`src/rtl/systolic_pkg.sv`:
```
// Shared types and default geometry for the systolic array input-FIFO controllers.
package systolic_pkg;

   localparam int unsigned ARRAY_DIM = 4;
   localparam int unsigned DATA_W    = 16;

   typedef enum logic [1:0] {
      LOAD = 2'd0,
      FEED = 2'd1,
      DONE = 2'd2
   } state_t;

endpackage

```
`src/rtl/sa_skew_gen.sv`:
```
// Diagonal skew pattern: FIFO i shifts for array_dim consecutive steps starting at step i.
module sa_skew_gen #(
   parameter int unsigned array_dim = 4,
   parameter int unsigned cnt_w     = 3
) (
   input  logic [cnt_w-1:0]     feed_cnt,
   input  logic                 en,
   output logic [array_dim-1:0] shift
);

   always_comb begin
      shift = '0;
      for (int i = 0; i < int'(array_dim); i++) begin
         shift[i] = en && (int'(feed_cnt) >= i) && (int'(feed_cnt) < i + int'(array_dim));
      end
   end

endmodule

```
`src/rtl/systolic_fifo_ctrl.sv`:
```
// Row loader and skewed-drain sequencer for the per-row systolic input FIFOs.
// Optional stall counter enabled by defining SA_FIFO_CTRL_PERF_EN.
module systolic_fifo_ctrl
   import systolic_pkg::*;
#(
   parameter int unsigned array_dim = ARRAY_DIM,
   parameter int unsigned data_w    = DATA_W
) (
   input  logic                        CLK,
   input  logic                        nRST,
   input  logic                        row_valid,
   output logic                        row_ready,
   input  logic [data_w*array_dim-1:0] row_data,
   input  logic                        stall,
   input  logic                        flush,
   output logic [array_dim-1:0]        load,
   output logic [data_w*array_dim-1:0] load_values,
   output logic [array_dim-1:0]        shift,
   output logic                        busy,
   output logic                        done
`ifdef SA_FIFO_CTRL_PERF_EN
   ,
   output logic [15:0]                 stall_cycles
`endif
);

   localparam int unsigned RW = $clog2(array_dim);
   localparam int unsigned FW = $clog2(2 * array_dim);

   state_t          state_q, state_d;
   logic [RW-1:0]   row_cnt_q, row_cnt_d;
   logic [FW-1:0]   feed_cnt_q, feed_cnt_d;
   logic            shift_en;

   always_ff @(posedge CLK or negedge nRST) begin
      if (!nRST) begin
         state_q    <= LOAD;
         row_cnt_q  <= '0;
         feed_cnt_q <= '0;
      end else begin
         state_q    <= state_d;
         row_cnt_q  <= row_cnt_d;
         feed_cnt_q <= feed_cnt_d;
      end
   end

   // Next state and strobes; flush overrides every other event in the cycle.
   always_comb begin
      state_d    = state_q;
      row_cnt_d  = row_cnt_q;
      feed_cnt_d = feed_cnt_q;
      row_ready  = 1'b0;
      load       = '0;
      shift_en   = 1'b0;
      busy       = 1'b0;

      unique case (state_q)
         LOAD: begin
            row_ready = ~flush;
            if (row_valid && !flush) begin
               load[row_cnt_q] = 1'b1;
               if (row_cnt_q == RW'(array_dim - 1)) begin
                  state_d    = FEED;
                  row_cnt_d  = '0;
                  feed_cnt_d = '0;
               end else begin
                  row_cnt_d = row_cnt_q + RW'(1);
               end
            end
         end
         FEED: begin
            busy = 1'b1;
            if (!stall && !flush) begin
               shift_en   = 1'b1;
               feed_cnt_d = feed_cnt_q + FW'(1);
               if (feed_cnt_q == FW'(2 * array_dim - 2)) begin
                  state_d    = DONE;
                  feed_cnt_d = '0;
               end
            end
         end
         DONE: state_d = LOAD;
         default: state_d = LOAD;
      endcase

      if (flush) begin
         state_d    = LOAD;
         row_cnt_d  = '0;
         feed_cnt_d = '0;
      end
   end

   assign done        = (state_q == DONE);
   assign load_values = row_data;

   sa_skew_gen #(
      .array_dim (array_dim),
      .cnt_w     (FW)
   ) u_skew (
      .feed_cnt (feed_cnt_q),
      .en       (shift_en),
      .shift    (shift)
   );

`ifdef SA_FIFO_CTRL_PERF_EN
   // Saturating count of stalled feed cycles; only reset clears it.
   always_ff @(posedge CLK or negedge nRST) begin
      if (!nRST) begin
         stall_cycles <= '0;
      end else if (state_q == FEED && stall && stall_cycles != 16'hFFFF) begin
         stall_cycles <= stall_cycles + 16'd1;
      end
   end
`endif

endmodule

```
`config.mk`:
```
export PLATFORM = sky130hd
export DESIGN_NAME = systolic_fifo_ctrl
export DESIGN_NICKNAME = d
export VERILOG_FILES = /design/src/rtl/systolic_pkg.sv /design/src/rtl/sa_skew_gen.sv /design/src/rtl/systolic_fifo_ctrl.sv
export SDC_FILE = /design/constraint.sdc
export NUM_CORES = 1
export LEC_CHECK = 0
export CAP_MARGIN = 20
export CORE_ASPECT_RATIO = 0.9
export CORE_UTILIZATION = 27
export DETAILED_ROUTE_END_ITERATION = 8
export GPL_TIMING_DRIVEN = 1
export PLACE_DENSITY = 0.87
export SKIP_LAST_GASP = 1
export SYNTH_ARGS = -nofsm -noshare
export SYNTH_HDL_FRONTEND = slang
export SYNTH_SLANG_ARGS = --single-unit
```
`constraint.sdc`:
```
create_clock -name CLK -period 2.4 [get_ports CLK]
set_input_delay 0.48 -clock CLK [delete_from_list [all_inputs] [get_ports CLK]]
set_output_delay 0.48 -clock CLK [all_outputs]
set_load 0.01 [all_outputs]
```
==> results.yml <==
run_status:
  status: "complete, no violations"
layout:
  multi_input_area_um2: 375
  ff_latch_area_um2: 175
  fin_cells: 131
  drive_above_1_share: 0.200
  fillers: 394
  area_delta_synth_final_pct: -18.2
  fin_nets: 163
  final_common_cell: "ha_1"
  num_antenna_cells: 0
  final_cell_mix: "8 x ha_1, 7 x dfrtp_1, 7 x buf_4"
worst_setup_path:
  arrival_ns: 1.89
  cp-end-kind: "primary output"
  worstPathRequired_ns: 1.92
  path_class: "input pin to primary output"
  cp_max_fo: 5
  start_kind: "input pin"
power_and_ir_drop:
  power_frac_seq: 0.378
  p_comb_frac: 0.143
  power.total_uw: 337
  power_density_mw_per_mm2: 388
  power.leakage_nw: 0.415
  peakVddDrop_mv: 0.127
  p_int_uw: 263
  switching_power_uw: 74.4
  swShare: 0.221
  clockPowerShare: 0.480
synth:
  synthSimpleGateAreaFrac: 0.164
  synth-seq-cells: 7
  syn_inst: 126
  synth_compound_area_frac: 0.0483
  synth_nets: 203
  synthAdderAreaFrac: 0.0943
  muxShareOfSynthArea: 0.0283
  syn_avg_cell_area_um2: 8.42
  syn_area_mm2: 0.00106
  synth_top_family_by_area: "buffers and inverters"
  synth_xor_area_frac: 0.00825
  netlist-cell-type-count: 26
  ys_warn_count: 0
  seq_area_frac_synth: 0.165
timing:
  rsz0062_at_grt: "yes"
  final-setup-viol-count: 0
  hold_viol: 0
  fin_skew_ns: 0.000319
  fin_crit_sh: 0.987
  fmax_ghz: 0.422
  slew_headroom: 0.745
  slew_viol_final: 0
  period_needed_ns: 2.37
  worstMarginPinSlew_ns: 0.382
flow_run:
  cap_violations: 0
min_path:
  min_path_type: "input pin to async pin"
placed_design:
  port_buffers: 15
  placed_cells: 127
  place_congestion: 0.726
  hpwlAfterDp_um: 1220
floorplan:
  die_y_um: 61.5
  core_area_mm2: 0.00373
  io_pins: 144
  die_width_um: 68.1
  num_rows: 21
  dieArea_mm2: 0.00418
  initial_core_util: 0.284
global_routing:
  antenna_found_initial: 0
  grt_overflow: 0
  grt_pass1_vias: 552
  grt_first_pass_wirelength_um: 2370
  grtUsageTotal: 0.0776
  grt_max_degree: 11
clock_network:
  cts_setup_buffers: 0
  cts-root-buf: "clkbuf_8"
  h-tree-depth: 1
  ctsHoldBuffers: 0
  cts_buffer_depth: 2
  clkSinkCount: 7
  clock_latency_ns: 0.22
  cts_buffers: 3
  path_clk_slew_ns: 0.04
  cts_tree: "done"
drt:
  drtIter0Drc: 14
  vias_per_cell: 4.27
  drc_errors: 0
  drtPass1Iterations: 3
  via_count: 560
  ant_nets: 0
  drt-total-wl_um: 1570
  avgRoutedWirePerCell_um: 12.0
routing by layer:
| metal | share of wire | track usage | routed length (um) | vias up |
|---|---|---|---|---|
| li1 | - | - | - | 263 |
| met1 | 0.38 | 0.0717 | 605 | 266 |
| met2 | 0.49 | 0.122 | 765 | 27 |
| met3 | 0.12 | 0.0574 | 190 | 4 |
| met4 | 0.0064 | 0.0506 | 10 | 0 |
| met5 | 0 | 0 | 0 | - |
layout make-up:
class	count	area share
Inverter	6	0.0259
Sequential cell	7	0.202
Multi-Input combinational cell	46	0.432
Clock buffer	4	0.0519
Timing Repair Buffer	22	0.222
Tap cell	46	0.0663
through the flow:
stage	util	worst slack [ns]	TNS (ns)	hold slack [ns]	instance area [um2]
after floorplan	-	0.392	0	0.184	1060
after global routing	0.233	-0.0213	-0.0350	0.549	868
after CTS	0.231	-0.0894	-0.0894	0.530	861
after global placement	0.220	-0.412	-1.96	0.571	822
final	0.233	0.0317	0	0.521	868
after detailed placement	0.220	-0.402	-1.98	0.575	822
state kept, by name, indices dropped and copies added (netlist names):
register and flops:
feed_cnt_q 3, row_cnt_q 2, state_q 2
kinds of logic (layout without fill, tap and decap cells):
group,count (synthesis),after routing
AOI/OAI and AO/OA,7,7
xor gates and xnor gates,1,1
adders and majority gates,8,8
buffers and inverters,73,32
DFF,7,7
muxes,3,3
and+or+nand+nor,27,27
cells in the mapped netlist, drive strengths merged:
library cell | count | area (um2)
nor2b | 1 | 6.26
clkbuf | 2 | 7.51
nor3 | 3 | 15.0
or4b | 1 | 13.8
or4 | 2 | 15.0
and3b | 1 | 8.76
a21oi | 2 | 10.0
o21ai | 1 | 5.00
nand4bb | 1 | 11.3
ha | 8 | 100
buf | 65 | 492
a211oi | 1 | 7.51
xnor2 | 1 | 8.76
mux2i | 3 | 30.0
inv | 6 | 22.5
a21o | 1 | 7.51
nor4 | 2 | 12.5
o22ai | 1 | 12.5
and3 | 4 | 25.0
nand2b | 4 | 25.0
nor3b | 2 | 15.0
a311oi | 1 | 8.76
dfrtp | 7 | 175
nand3b | 1 | 7.51
nor2 | 5 | 18.8
worst max-delay path, stage by stage:
cell and delay, ns:
clkdlybuf4s50_1 0.42, or4b_4 0.57, nor3_2 0.18, clkdlybuf4s15_2 0.23
power groups by stage:
stage / clock network (mW) / registers [mW] / logic [mW]
6_report: 0.162 / 0.127 / 0.0482
2_1_floorplan: 0 / 0.128 / 0.135
3_3_place_gp: 0 / 0.129 / 0.0496
5_1_grt: 0.173 / 0.128 / 0.0540
3_5_place_dp: 0 / 0.129 / 0.0514
4_1_cts: 0.165 / 0.127 / 0.0500
repair_timing:
| item | in CTS | in global routing |
|---|---|---|
| setup endpoints to repair | 8 | 4 |
| gates resized for setup | 14 | 6 |
| pin swaps | 1 | 1 |
worst paths after layout:
path / from / to / slack [ns] / cells past startpoint
max in group asynchronous: nRST / row_cnt_q[1]$_DFFE_PN0P_ / 1.64 / 1
max reg2reg: feed_cnt_q[0]$_DFFE_PN0P_ / feed_cnt_q[2]$_DFFE_PN0P_ / 0.65 / 4
min in group CLK: state_q[1]$_DFFE_PN0P_ / state_q[0]$_DFFE_PN0P_ / 0.58 / 2
min reg2reg: state_q[1]$_DFFE_PN0P_ / state_q[0]$_DFFE_PN0P_ / 0.58 / 2
max: stall / shift[1] / 0.03 / 4
min: nRST / state_q[1]$_DFFE_PN0P_ / 0.52 / 1
Power figures use the tool's default switching activity.
